### config.mk
export PLATFORM = sky130hd
export DESIGN_NAME = rotate_arbiter_flat
export DESIGN_NICKNAME = d
export VERILOG_FILES = /design/src/rtl/rotate_arbiter_if.sv /design/src/rtl/rotate_arbiter.sv /design/src/flat_wrapper.sv
export SDC_FILE = /design/constraint.sdc
export NUM_CORES = 1
export LEC_CHECK = 0
export ABC_AREA = 0
export CORE_AREA = 2 2 58 60
export DETAILED_ROUTE_END_ITERATION = 16
export DIE_AREA = 0 0 60 62
export PLACE_DENSITY = 0.89
export SLEW_MARGIN = 15
export SYNTH_ARGS = -nofsm -noshare
export SYNTH_HDL_FRONTEND = slang
export SYNTH_SLANG_ARGS = --single-unit
### constraint.sdc
create_clock -name clk -period 6.2 [get_ports clk]
set_clock_uncertainty 0.1 [all_clocks]
set_input_delay 1.86 -clock clk [delete_from_list [all_inputs] [get_ports clk]]
set_output_delay 1.86 -clock clk [all_outputs]
set_load 0.01 [all_outputs]
### src/rtl/rotate_arbiter_if.sv
// Bundle of the two requester channels and the response channel of rotate_arbiter.
// master = requesters/consumer side, slave = arbiter side.
interface rotate_arbiter_if #(
    parameter int N = 8
);
    localparam int S = $clog2(N);

    logic         req0_valid;
    logic         req0_ready;
    logic [N-1:0] req0_a;
    logic [S-1:0] req0_b;
    logic         req0_dir;

    logic         req1_valid;
    logic         req1_ready;
    logic [N-1:0] req1_a;
    logic [S-1:0] req1_b;
    logic         req1_dir;

    logic         rsp_valid;
    logic         rsp_ready;
    logic [N-1:0] rsp_data;
    logic         rsp_id;

    modport master (
        output req0_valid, req0_a, req0_b, req0_dir,
        output req1_valid, req1_a, req1_b, req1_dir,
        output rsp_ready,
        input  req0_ready, req1_ready,
        input  rsp_valid, rsp_data, rsp_id
    );

    modport slave (
        input  req0_valid, req0_a, req0_b, req0_dir,
        input  req1_valid, req1_a, req1_b, req1_dir,
        input  rsp_ready,
        output req0_ready, req1_ready,
        output rsp_valid, rsp_data, rsp_id
    );
endinterface

### src/rtl/rotate_arbiter.sv
// Two-requester round-robin front end sharing a single N-bit right rotator.
// Left rotates are performed as right rotates by (N-b) mod N.
module rotate_arbiter #(
    parameter int N = 8
) (
    input  logic           clk,
    input  logic           rst,
    rotate_arbiter_if.slave bus
);
    localparam int S = $clog2(N);

    typedef enum logic [1:0] {
        ST_IDLE = 2'd0,
        ST_CALC = 2'd1,
        ST_RESP = 2'd2
    } state_t;

    state_t       state_q;
    state_t       state_d;
    logic         last_q;
    logic [N-1:0] a_q;
    logic [S-1:0] b_q;
    logic         dir_q;
    logic         id_q;
    logic         rsp_valid_q;
    logic [N-1:0] rsp_data_q;
    logic         rsp_id_q;

    logic         grant0_s;
    logic         grant1_s;
    logic [S-1:0] amt_s;
    logic [S-1:0] lshift_s;
    logic [N-1:0] rot_s;

    // Round-robin grant: on contention the requester not served last wins.
    always_comb begin
        grant0_s = 1'b0;
        grant1_s = 1'b0;
        if (!rst && (state_q == ST_IDLE)) begin
            grant0_s = bus.req0_valid && (!bus.req1_valid || last_q);
            grant1_s = bus.req1_valid && (!bus.req0_valid || !last_q);
        end else begin
            grant0_s = 1'b0;
            grant1_s = 1'b0;
        end
    end

    assign bus.req0_ready = grant0_s;
    assign bus.req1_ready = grant1_s;

    // Shared right rotator; the S-bit wrap makes b=0 map to amount 0 for left too.
    always_comb begin
        amt_s    = dir_q ? ({S{1'b0}} - b_q) : b_q;
        lshift_s = {S{1'b0}} - amt_s;
        rot_s    = (a_q >> amt_s) | (a_q << lshift_s);
    end

    // Next-state logic of the IDLE -> CALC -> RESP sequencer.
    always_comb begin
        state_d = state_q;
        case (state_q)
            ST_IDLE: begin
                if (grant0_s || grant1_s) begin
                    state_d = ST_CALC;
                end else begin
                    state_d = ST_IDLE;
                end
            end
            ST_CALC: state_d = ST_RESP;
            ST_RESP: begin
                if (bus.rsp_ready) begin
                    state_d = ST_IDLE;
                end else begin
                    state_d = ST_RESP;
                end
            end
            default: state_d = ST_IDLE;
        endcase
    end

    // State, captured operands and registered response.
    always_ff @(posedge clk or posedge rst) begin
        if (rst) begin
            state_q     <= ST_IDLE;
            last_q      <= 1'b1;
            a_q         <= {N{1'b0}};
            b_q         <= {S{1'b0}};
            dir_q       <= 1'b0;
            id_q        <= 1'b0;
            rsp_valid_q <= 1'b0;
            rsp_data_q  <= {N{1'b0}};
            rsp_id_q    <= 1'b0;
        end else begin
            state_q     <= state_d;
            rsp_valid_q <= (state_d == ST_RESP);
            if (grant0_s || grant1_s) begin
                a_q    <= grant1_s ? bus.req1_a   : bus.req0_a;
                b_q    <= grant1_s ? bus.req1_b   : bus.req0_b;
                dir_q  <= grant1_s ? bus.req1_dir : bus.req0_dir;
                id_q   <= grant1_s;
                last_q <= grant1_s;
            end
            if (state_q == ST_CALC) begin
                rsp_data_q <= rot_s;
                rsp_id_q   <= id_q;
            end
        end
    end

    assign bus.rsp_valid = rsp_valid_q;
    assign bus.rsp_data  = rsp_data_q;
    assign bus.rsp_id    = rsp_id_q;
endmodule

### src/flat_wrapper.sv
// flat-port wrapper written by rule: the top's interface ports become plain ports
module rotate_arbiter_flat 
#(
    parameter int N = 8
)
  (clk, rst, bus_req0_valid, bus_req0_a, bus_req0_b, bus_req0_dir, bus_req1_valid, bus_req1_a, bus_req1_b, bus_req1_dir, bus_rsp_ready, bus_req0_ready, bus_req1_ready, bus_rsp_valid, bus_rsp_data, bus_rsp_id);
  rotate_arbiter_if #(.N(N)) bus_i ();
  input  logic clk;
  input  logic rst;
  input wire logic [$bits(bus_i.req0_valid)-1:0] bus_req0_valid;
  input wire logic [$bits(bus_i.req0_a)-1:0] bus_req0_a;
  input wire logic [$bits(bus_i.req0_b)-1:0] bus_req0_b;
  input wire logic [$bits(bus_i.req0_dir)-1:0] bus_req0_dir;
  input wire logic [$bits(bus_i.req1_valid)-1:0] bus_req1_valid;
  input wire logic [$bits(bus_i.req1_a)-1:0] bus_req1_a;
  input wire logic [$bits(bus_i.req1_b)-1:0] bus_req1_b;
  input wire logic [$bits(bus_i.req1_dir)-1:0] bus_req1_dir;
  input wire logic [$bits(bus_i.rsp_ready)-1:0] bus_rsp_ready;
  output wire logic [$bits(bus_i.req0_ready)-1:0] bus_req0_ready;
  output wire logic [$bits(bus_i.req1_ready)-1:0] bus_req1_ready;
  output wire logic [$bits(bus_i.rsp_valid)-1:0] bus_rsp_valid;
  output wire logic [$bits(bus_i.rsp_data)-1:0] bus_rsp_data;
  output wire logic [$bits(bus_i.rsp_id)-1:0] bus_rsp_id;
  assign bus_i.req0_valid = bus_req0_valid;
  assign bus_i.req0_a = bus_req0_a;
  assign bus_i.req0_b = bus_req0_b;
  assign bus_i.req0_dir = bus_req0_dir;
  assign bus_i.req1_valid = bus_req1_valid;
  assign bus_i.req1_a = bus_req1_a;
  assign bus_i.req1_b = bus_req1_b;
  assign bus_i.req1_dir = bus_req1_dir;
  assign bus_i.rsp_ready = bus_rsp_ready;
  assign bus_req0_ready = bus_i.req0_ready;
  assign bus_req1_ready = bus_i.req1_ready;
  assign bus_rsp_valid = bus_i.rsp_valid;
  assign bus_rsp_data = bus_i.rsp_data;
  assign bus_rsp_id = bus_i.rsp_id;
  rotate_arbiter #(.N(N)) u_core (.clk(clk), .rst(rst), .bus(bus_i));
endmodule
==> results.sh, run 1 <==
export IMPL_syn_area_um2=1551
export IMPL_die_area_um2=3720
export IMPL_p_per_area_nw_per_um2=560.1
export IMPL_crit_path_start_kind="input pin"
export IMPL_drv_cap=0
export IMPL_min_path_type="flip-flop to flip-flop"
export IMPL_avgSynthCellArea_um2=8.386
export IMPL_cts_hold_buf=0
export IMPL_initial_core_util=0.4880
export IMPL_finalSetupTns_ns=0
export IMPL_crit_path_start="rst"
export IMPL_grt_pass1_vias=1354
export IMPL_routed_via_density=5.519
export IMPL_drive_gt1_frac=0.07658
export IMPL_required_ns=4.24
export IMPL_portBuffers=40
export IMPL_fin_util=0.6360
export IMPL_cts_tree="done"
export IMPL_synth_seq_cells=26
export IMPL_core_rowCount=21
export IMPL_final_max_slew_viol_count=0
export IMPL_grt_ovfl_total=0
export IMPL_boundaryPins=41
export IMPL_postSynthCellCount=185
export IMPL_die_w_um=60
export IMPL_via_count=1479
export IMPL_fillers=285
export IMPL_ant_nets=0
export IMPL_endpoint_kind="output pin"
export IMPL_hpwlAfterDp_um=2668
export IMPL_wl_per_cell_um=13.17
export IMPL_cts_resized=0
export IMPL_synth_nets=215
export IMPL_total_leakage_power_nw=0.8833
export IMPL_hold_ws_ns=0.3839
export IMPL_die_y_um=62
export IMPL_yosysWarnings=0
export IMPL_final_setup_viol_count=0
export IMPL_status="finished clean"
export IMPL_rsz0062_at_grt="no"
export IMPL_worstPathMaxFanout=28
export IMPL_synth_seq_area_share=0.4202
export IMPL_grt_pass1_wl_um=5761
export IMPL_period_minus_slack_ns=5.463
export IMPL_antenna_found_initial=0
export IMPL_numCtsBuffers=3
export IMPL_syn2layout_area_growth_pct=30.32
export IMPL_clock_fmax_mhz=183.1
export IMPL_clock_path_buffers=2
export IMPL_htree_levels=1
export IMPL_path_clk_slew_ns=0.13
export IMPL_dpl_worst_slack_ns=0.7400
export IMPL_wl_um=3530
export IMPL_min_from="u_core.last_q$_DFFE_PP1N_"
export IMPL_critPathKind="input pin to output pin"
export IMPL_slew_headroom=0.3398
export IMPL_synth_cell_types=33
export IMPL_crit_arrival_ns=3.50
export IMPL_layout_nets=253
export IMPL_ir_worst_vdd_uv=211.4
export IMPL_fin_ws_ns=0.7372
export IMPL_post_cts_repair_setup_buffers=0
export IMPL_cts_root_buf="clkbuf_4"
export IMPL_n_antenna_cell=0
export IMPL_final_cell_mix="nand2_1 (44), clkdlybuf4s50_1 (40), dfrtp_1 (25)"
export IMPL_layout_commonest_cell="nand2_1"
export IMPL_worst_slew_pin_slew_ns=0.9627
export IMPL_drc=0
export IMPL_final_hold_violation_count=0
export IMPL_r2r_start="u_core.b_q[0]$_DFFE_PP0N_"
export IMPL_track_usage=0.2065
export IMPL_grt_max_degree=29
export IMPL_gp_congestion=0.9086
export IMPL_timing_final_crit_share=0.8811
export IMPL_core_um2=3179
export IMPL_clkSinkCount=26
export IMPL_clk_latency_ns=0.33
export IMPL_drt_initial_drc_count=81
export IMPL_firstDrtPassIters=5
## cell usage after synthesis, drive strengths merged
cell	number	area share
a32oi	2	0.011
nand2	44	0.11
nor2b	2	0.0081
mux2	3	0.024
inv	7	0.017
mux2i	6	0.039
mux4	4	0.058
dfstp	1	0.017
nor3	2	0.0065
and2b	1	0.0048
nand3	6	0.019
a221oi	1	0.0056
a211oi	1	0.0048
nor2	24	0.058
o31ai	2	0.0097
xnor2	2	0.016
nand2b	3	0.012
and3	1	0.0040
ha	1	0.0081
buf	5	0.018
a21oi	11	0.035
o221ai	1	0.0056
dfrtp	25	0.40
o21a	1	0.0048
a31oi	15	0.060
o211ai	1	0.0048
clkbuf	5	0.012
o21ai	8	0.026
## path summary, 6_finish.rpt
path | endpoint | cells after the start | slack (ns)
setup / recovery | bus_req1_ready | 6 | 0.74
hold / removal | u_core.last_q$_DFFE_PP1N_ | 2 | 0.38
setup reg to reg | u_core.bus.rsp_data[0]$_DFFE_PP0P_ | 6 | 3.09
hold reg to reg | u_core.last_q$_DFFE_PP1N_ | 2 | 0.38
max in group asynchronous | u_core.state_q[0]$_DFF_PP0_ | 2 | 3.43
min in group asynchronous | u_core.bus.rsp_data[5]$_DFFE_PP0P_ | 2 | 1.98
## where the power goes
part / internal [mW] / total (mW) / switching (mW)
Sequential: 0.255 / 0.354 / 0.0985
Combinational: 0.332 / 0.692 / 0.360
Clock: 0.0360 / 0.0869 / 0.0510
## worst max-delay path, cell delays in order
cell	delay (ns)
clkdlybuf4s50_1	0.42
nor3_1	0.27
nand3_1	0.12
buf_4	0.23
inv_1	0.07
clkdlybuf4s50_1	0.52
## state kept, by name (all words and copies together), names as in the netlist
signal / flops
u_core.state_q: 2
u_core.b_q: 3
u_core.last_q: 1
u_core.bus.rsp_id: 1
u_core.bus.rsp_valid: 1
u_core.a_q: 8
u_core.dir_q: 1
u_core.bus.rsp_data: 8
u_core.id_q: 1
## per-layer routing
layer / vias to the layer above / GRT usage / share of wire
met2: 81 / 0.3742 / 0.50
met1: 676 / 0.2599 / 0.41
met4: 0 / 0.06984 / 0.0091
met5: - / 0 / 0
met3: 6 / 0.01863 / 0.077
li1: 716 / - / -
## final cells by class
type                            count  area, um^2  area share
Tap cell                           46       57.56     0.02847
Sequential cell                    26       651.9      0.3224
Clock buffer                        4       36.28     0.01795
Inverter                            7       26.28     0.01300
Multi-Input combinational cell    142       827.0      0.4090
Timing Repair Buffer               43       422.9      0.2092
## cell families (layout without fill, tap and decap cells)
| family | count (synthesis) | after routing | share of synthesized area |
|---|---|---|---|
| buffers and inverters | 17 | 54 | 0.04677 |
| AO/OA/AOI/OAI | 43 | 43 | 0.1685 |
| flip-flops | 26 | 26 | 0.4202 |
| adder cells (fa/ha/maj) | 1 | 1 | 0.008063 |
| XOR/XNOR | 2 | 2 | 0.01613 |
| multiplexers | 13 | 13 | 0.1210 |
| AND/OR/NAND/NOR | 83 | 83 | 0.2194 |
## per-stage QoR
stage          instance area, um^2  total power, mW  cells
3_3_place_gp                  1986            1.002    264
5_1_grt                       2022            1.221    268
3_5_place_dp                  1986            1.037    264
6_report                      2022            1.132    268
2_1_floorplan                 1551           0.8552    185
4_1_cts                       2022            1.124    268
No activity file was read; power rests on OpenSTA's default activity.
==> run 2, diff against run 1 <==
==> constraint.sdc (replaced) <==
create_clock -name clk -period 6.2 [get_ports clk]
set_clock_uncertainty 0.1 [all_clocks]
set_input_delay 1.86 -clock clk [delete_from_list [all_inputs] [get_ports clk]]
set_output_delay 1.86 -clock clk [all_outputs]
set_load 0.005 [all_outputs]
==> results.sh, run 2 (synthesized netlist as in run 1, its figures left out) <==
export IMPL_syn2layout_area_growth_pct=31.85
export IMPL_via_count=1436
export IMPL_clk_latency_ns=0.32
export IMPL_cts_tree="done"
export IMPL_antenna_found_initial=0
export IMPL_total_leakage_power_nw=0.8951
export IMPL_final_hold_violation_count=0
export IMPL_required_ns=4.24
export IMPL_routed_via_density=5.338
export IMPL_layout_nets=254
export IMPL_p_switching_mw=0.4862
export IMPL_initial_core_util=0.4880
export IMPL_timing_final_crit_share=0.8514
export IMPL_period_minus_slack_ns=5.278
export IMPL_drc=0
export IMPL_htree_levels=1
export IMPL_ir_worst_vdd_uv=259.5
export IMPL_fillers=265
export IMPL_power_mw=1.146
export IMPL_min_path_type="flip-flop to flip-flop"
export IMPL_drt_initial_drc_count=38
export IMPL_worst_slew_pin_slew_ns=0.9593
export IMPL_boundaryPins=41
export IMPL_wl_per_cell_um=12.31
export IMPL_ant_nets=0
export IMPL_rsz0062_at_grt="no"
export IMPL_die_area_um2=3720
export IMPL_min_from="u_core.last_q$_DFFE_PP1N_"
export IMPL_seq_area_um2=651.9
export IMPL_finalSetupTns_ns=0
export IMPL_post_cts_repair_setup_buffers=0
export IMPL_core_um2=3179
export IMPL_drive_gt1_frac=0.08072
export IMPL_n_antenna_cell=0
export IMPL_placed_cell_area_um2=1993
export IMPL_hold_depth=2
export IMPL_status="finished clean"
export IMPL_final_max_slew_viol_count=0
export IMPL_portBuffers=40
export IMPL_crit_path_start="rst"
export IMPL_endpoint_kind="output pin"
export IMPL_internal_power_mw=0.6600
export IMPL_clock_fmax_mhz=189.5
export IMPL_fin_ws_ns=0.9216
export IMPL_grt_ovfl_total=0
export IMPL_reg2reg_slack_ns=3.09
export IMPL_slew_headroom=0.3597
export IMPL_wl_um=3311
export IMPL_seqPwrFrac=0.307
export IMPL_cts_root_buf="clkbuf_4"
export IMPL_fin_area_um2=2046
export IMPL_clock_path_buffers=2
export IMPL_power_share_clock=0.103
export IMPL_firstDrtPassIters=4
export IMPL_cts_hold_buf=0
export IMPL_core_rowCount=21
export IMPL_r2r_cells=6
export IMPL_hpwlAfterDp_um=2420
export IMPL_gp_congestion=0.9114
export IMPL_p_per_area_nw_per_um2=560.3
export IMPL_die_w_um=60
export IMPL_cts_resized=0
export IMPL_track_usage=0.1969
export IMPL_critPathKind="input pin to output pin"
export IMPL_p_comb_frac=0.590
export IMPL_grt_max_degree=28
export IMPL_crit_arrival_ns=3.32
export IMPL_hold_ws_ns=0.3817
export IMPL_grt_pass1_wl_um=5678
export IMPL_worstPathMaxFanout=2
export IMPL_final_cell_mix="nand2_1 (44), clkdlybuf4s50_1 (40), dfrtp_1 (25)"
export IMPL_swShare=0.4242
export IMPL_r2r_start="u_core.b_q[0]$_DFFE_PP0N_"
export IMPL_clkSinkCount=26
export IMPL_crit_path_start_kind="input pin"
export IMPL_final_setup_viol_count=0
export IMPL_drv_cap=0
export IMPL_multiInputGateArea_um2=827.0
export IMPL_dpl_worst_slack_ns=0.9044
export IMPL_numCtsBuffers=3
export IMPL_path_clk_slew_ns=0.15
export IMPL_layout_commonest_cell="nand2_1"
export IMPL_die_y_um=62
export IMPL_grt_pass1_vias=1329
-- run 2: worst paths after layout --
path	to
setup / recovery	bus_req0_ready
hold / removal	u_core.last_q$_DFFE_PP1N_
setup reg to reg	u_core.bus.rsp_data[0]$_DFFE_PP0P_
hold reg to reg	u_core.last_q$_DFFE_PP1N_
max in group asynchronous	u_core.a_q[5]$_DFFE_PP0N_
min in group asynchronous	u_core.bus.rsp_valid$_DFF_PP0_
-- run 2: layout make-up --
| cell class | count | area share |
|---|---|---|
| Multi-Input combinational cell | 142 | 0.4043 |
| Sequential cell | 26 | 0.3187 |
| Timing Repair Buffer | 44 | 0.2104 |
| Tap cell | 46 | 0.02813 |
| Clock inverter | 1 | 0.01468 |
| Inverter | 7 | 0.01284 |
| Clock buffer | 3 | 0.01101 |
-- run 2: layer usage --
layer  global-route usage  vias to the layer above  wire length (um)
met1               0.2704                      664              1527
met5                    0                        -                 0
li1                     -                      720                 -
met3              0.02692                        0               149
met2               0.3339                       52              1634
met4              0.04444                        0                 0
-- run 2: metrics by stage --
stage / utilization / cells
6_report: 0.6434 / 269
5_1_grt: 0.6434 / 269
2_1_floorplan: - / 185
4_1_cts: 0.6434 / 269
3_5_place_dp: 0.6269 / 265
3_3_place_gp: 0.6269 / 265
-- run 2: critical path, cell delays in order --
cell	delay [ns]
clkdlybuf4s50_1	0.42
nor3_1	0.24
nand3_1	0.18
inv_1	0.12
clkdlybuf4s50_1	0.50
-- run 2: power groups by stage --
stage          Sequential (mW)  Clock, mW  Combinational (mW)
6_report                 0.352      0.118               0.676
2_1_floorplan            0.320          0               0.522
4_1_cts                  0.350      0.120               0.667
5_1_grt                  0.366      0.123               0.758
3_3_place_gp             0.350          0               0.655
3_5_place_dp             0.355          0               0.664
==> run 3, diff against run 2 <==
--- a/config.mk
+++ b/config.mk
@@ -9,6 +9,7 @@
 export CORE_AREA = 2 2 58 60
 export DETAILED_ROUTE_END_ITERATION = 16
 export DIE_AREA = 0 0 60 62
+export MAX_ROUTING_LAYER = met4
 export PLACE_DENSITY = 0.89
 export SLEW_MARGIN = 15
 export SYNTH_ARGS = -nofsm -noshare
==> results.sh, run 3 (synthesized netlist as in run 1, its figures left out) <==
export IMPL_status="finished clean"
export IMPL_cts_tree="done"
export IMPL_gp_congestion=0.9212
export IMPL_hold_depth=2
export IMPL_critPathKind="input pin to output pin"
export IMPL_endpoint_kind="output pin"
export IMPL_boundaryPins=41
export IMPL_grt_ovfl_total=0
export IMPL_required_ns=4.24
export IMPL_ir_worst_vdd_uv=227.9
export IMPL_hold_end="u_core.last_q$_DFFE_PP1N_"
export IMPL_track_usage=0.2132
export IMPL_drive_gt1_frac=0.08072
export IMPL_crit_arrival_ns=3.32
export IMPL_min_path_type="flip-flop to flip-flop"
export IMPL_rsz0062_at_grt="no"
export IMPL_core_rowCount=21
export IMPL_wl_per_cell_um=12.13
export IMPL_layout_commonest_cell="nand2_1"
export IMPL_period_minus_slack_ns=5.280
export IMPL_clkSinkCount=26
export IMPL_final_max_slew_viol_count=0
export IMPL_worstPathMaxFanout=2
export IMPL_wl_um=3263
export IMPL_r2r_cells=6
export IMPL_syn2layout_area_growth_pct=31.85
export IMPL_drv_cap=0
export IMPL_final_cell_mix="nand2_1 (44), clkdlybuf4s50_1 (40), dfrtp_1 (25)"
export IMPL_die_y_um=62
export IMPL_hold_ws_ns=0.3751
export IMPL_firstDrtPassIters=4
export IMPL_drc=0
export IMPL_cts_hold_buf=0
export IMPL_hpwlAfterDp_um=2461
export IMPL_numCtsBuffers=3
export IMPL_crit_path_start_kind="input pin"
export IMPL_layout_nets=254
export IMPL_ant_nets=0
export IMPL_n_antenna_cell=0
export IMPL_initial_core_util=0.4880
export IMPL_portBuffers=40
export IMPL_r2r_start="u_core.b_q[0]$_DFFE_PP0N_"
export IMPL_antenna_found_initial=0
export IMPL_finalSetupTns_ns=0
export IMPL_p_per_area_nw_per_um2=560.5
export IMPL_final_setup_viol_count=0
export IMPL_clock_path_buffers=2
export IMPL_grt_pass1_wl_um=5844
export IMPL_die_area_um2=3720
export IMPL_core_um2=3179
export IMPL_min_from="u_core.last_q$_DFFE_PP1N_"
export IMPL_routed_via_density=5.401
export IMPL_final_hold_violation_count=0
export IMPL_total_leakage_power_nw=0.8951
export IMPL_worst_slew_pin_slew_ns=0.9657
export IMPL_htree_levels=1
export IMPL_reg2reg_slack_ns=3.08
export IMPL_r2r_end="u_core.bus.rsp_data[0]$_DFFE_PP0P_"
export IMPL_grt_max_degree=28
export IMPL_path_clk_slew_ns=0.14
export IMPL_grt_pass1_vias=1342
export IMPL_timing_final_crit_share=0.8516
export IMPL_cts_resized=0
export IMPL_slew_headroom=0.3378
export IMPL_clk_latency_ns=0.33
export IMPL_via_count=1453
export IMPL_cts_root_buf="clkbuf_4"
export IMPL_post_cts_repair_setup_buffers=0
export IMPL_die_w_um=60
export IMPL_drt_initial_drc_count=59
export IMPL_clock_fmax_mhz=189.4
-- run 3: per-stage QoR --
stage / instance area (um^2) / instances / total power [mW] / utilization / setup slack, ns
4_1_cts: 2046 / 269 / 1.143 / 0.6434 / 0.8973
2_1_floorplan: 1551 / 185 / 0.8423 / - / 1.631
3_3_place_gp: 1993 / 265 / 1.007 / 0.6269 / 0.9268
5_1_grt: 2046 / 269 / 1.255 / 0.6434 / 0.7812
3_5_place_dp: 1993 / 265 / 1.025 / 0.6269 / 0.9076
6_report: 2046 / 269 / 1.147 / 0.6434 / 0.9201
-- run 3: worst max path at each step --
stage / startpoint / end / slack [ns] / cells after the start
floorplan: rst / bus_req1_ready / 1.63 / 4
global placement: rst / bus_req0_ready / 0.93 / 5
detailed placement: rst / bus_req0_ready / 0.91 / 5
CTS: rst / bus_req0_ready / 0.90 / 5
global route: rst / bus_req0_ready / 0.78 / 5
finish: rst / bus_req0_ready / 0.92 / 5
-- run 3: per-layer routing --
metal / global-route usage / up-vias / part of all wire
li1: - / 726 / -
met1: 0.2678 / 672 / 0.45
met2: 0.3494 / 50 / 0.49
met3: 0.02899 / 5 / 0.048
met4: 0.08571 / 0 / 0.016
met5: - / - / 0
-- run 3: report_power, final --
part | switching, mW | internal, mW
sequential | 0.0946 | 0.255
clock | 0.0513 | 0.0655
combinational | 0.340 | 0.339
-- run 3: final cells by class --
cell class,count,area (um^2)
clock inverters,1,30.03
well taps,46,57.56
multi-input cells,142,827.0
flip-flops and latches,26,651.9
repair buffers,44,430.4
fillers,265,1134
clock buffers,3,22.52
inverters,7,26.28
-- run 3: worst max-delay path, cell delays in order --
cell and delay, ns:
clkdlybuf4s50_1 0.41, nor3_1 0.26, nand3_1 0.16, inv_1 0.11
clkdlybuf4s50_1 0.51
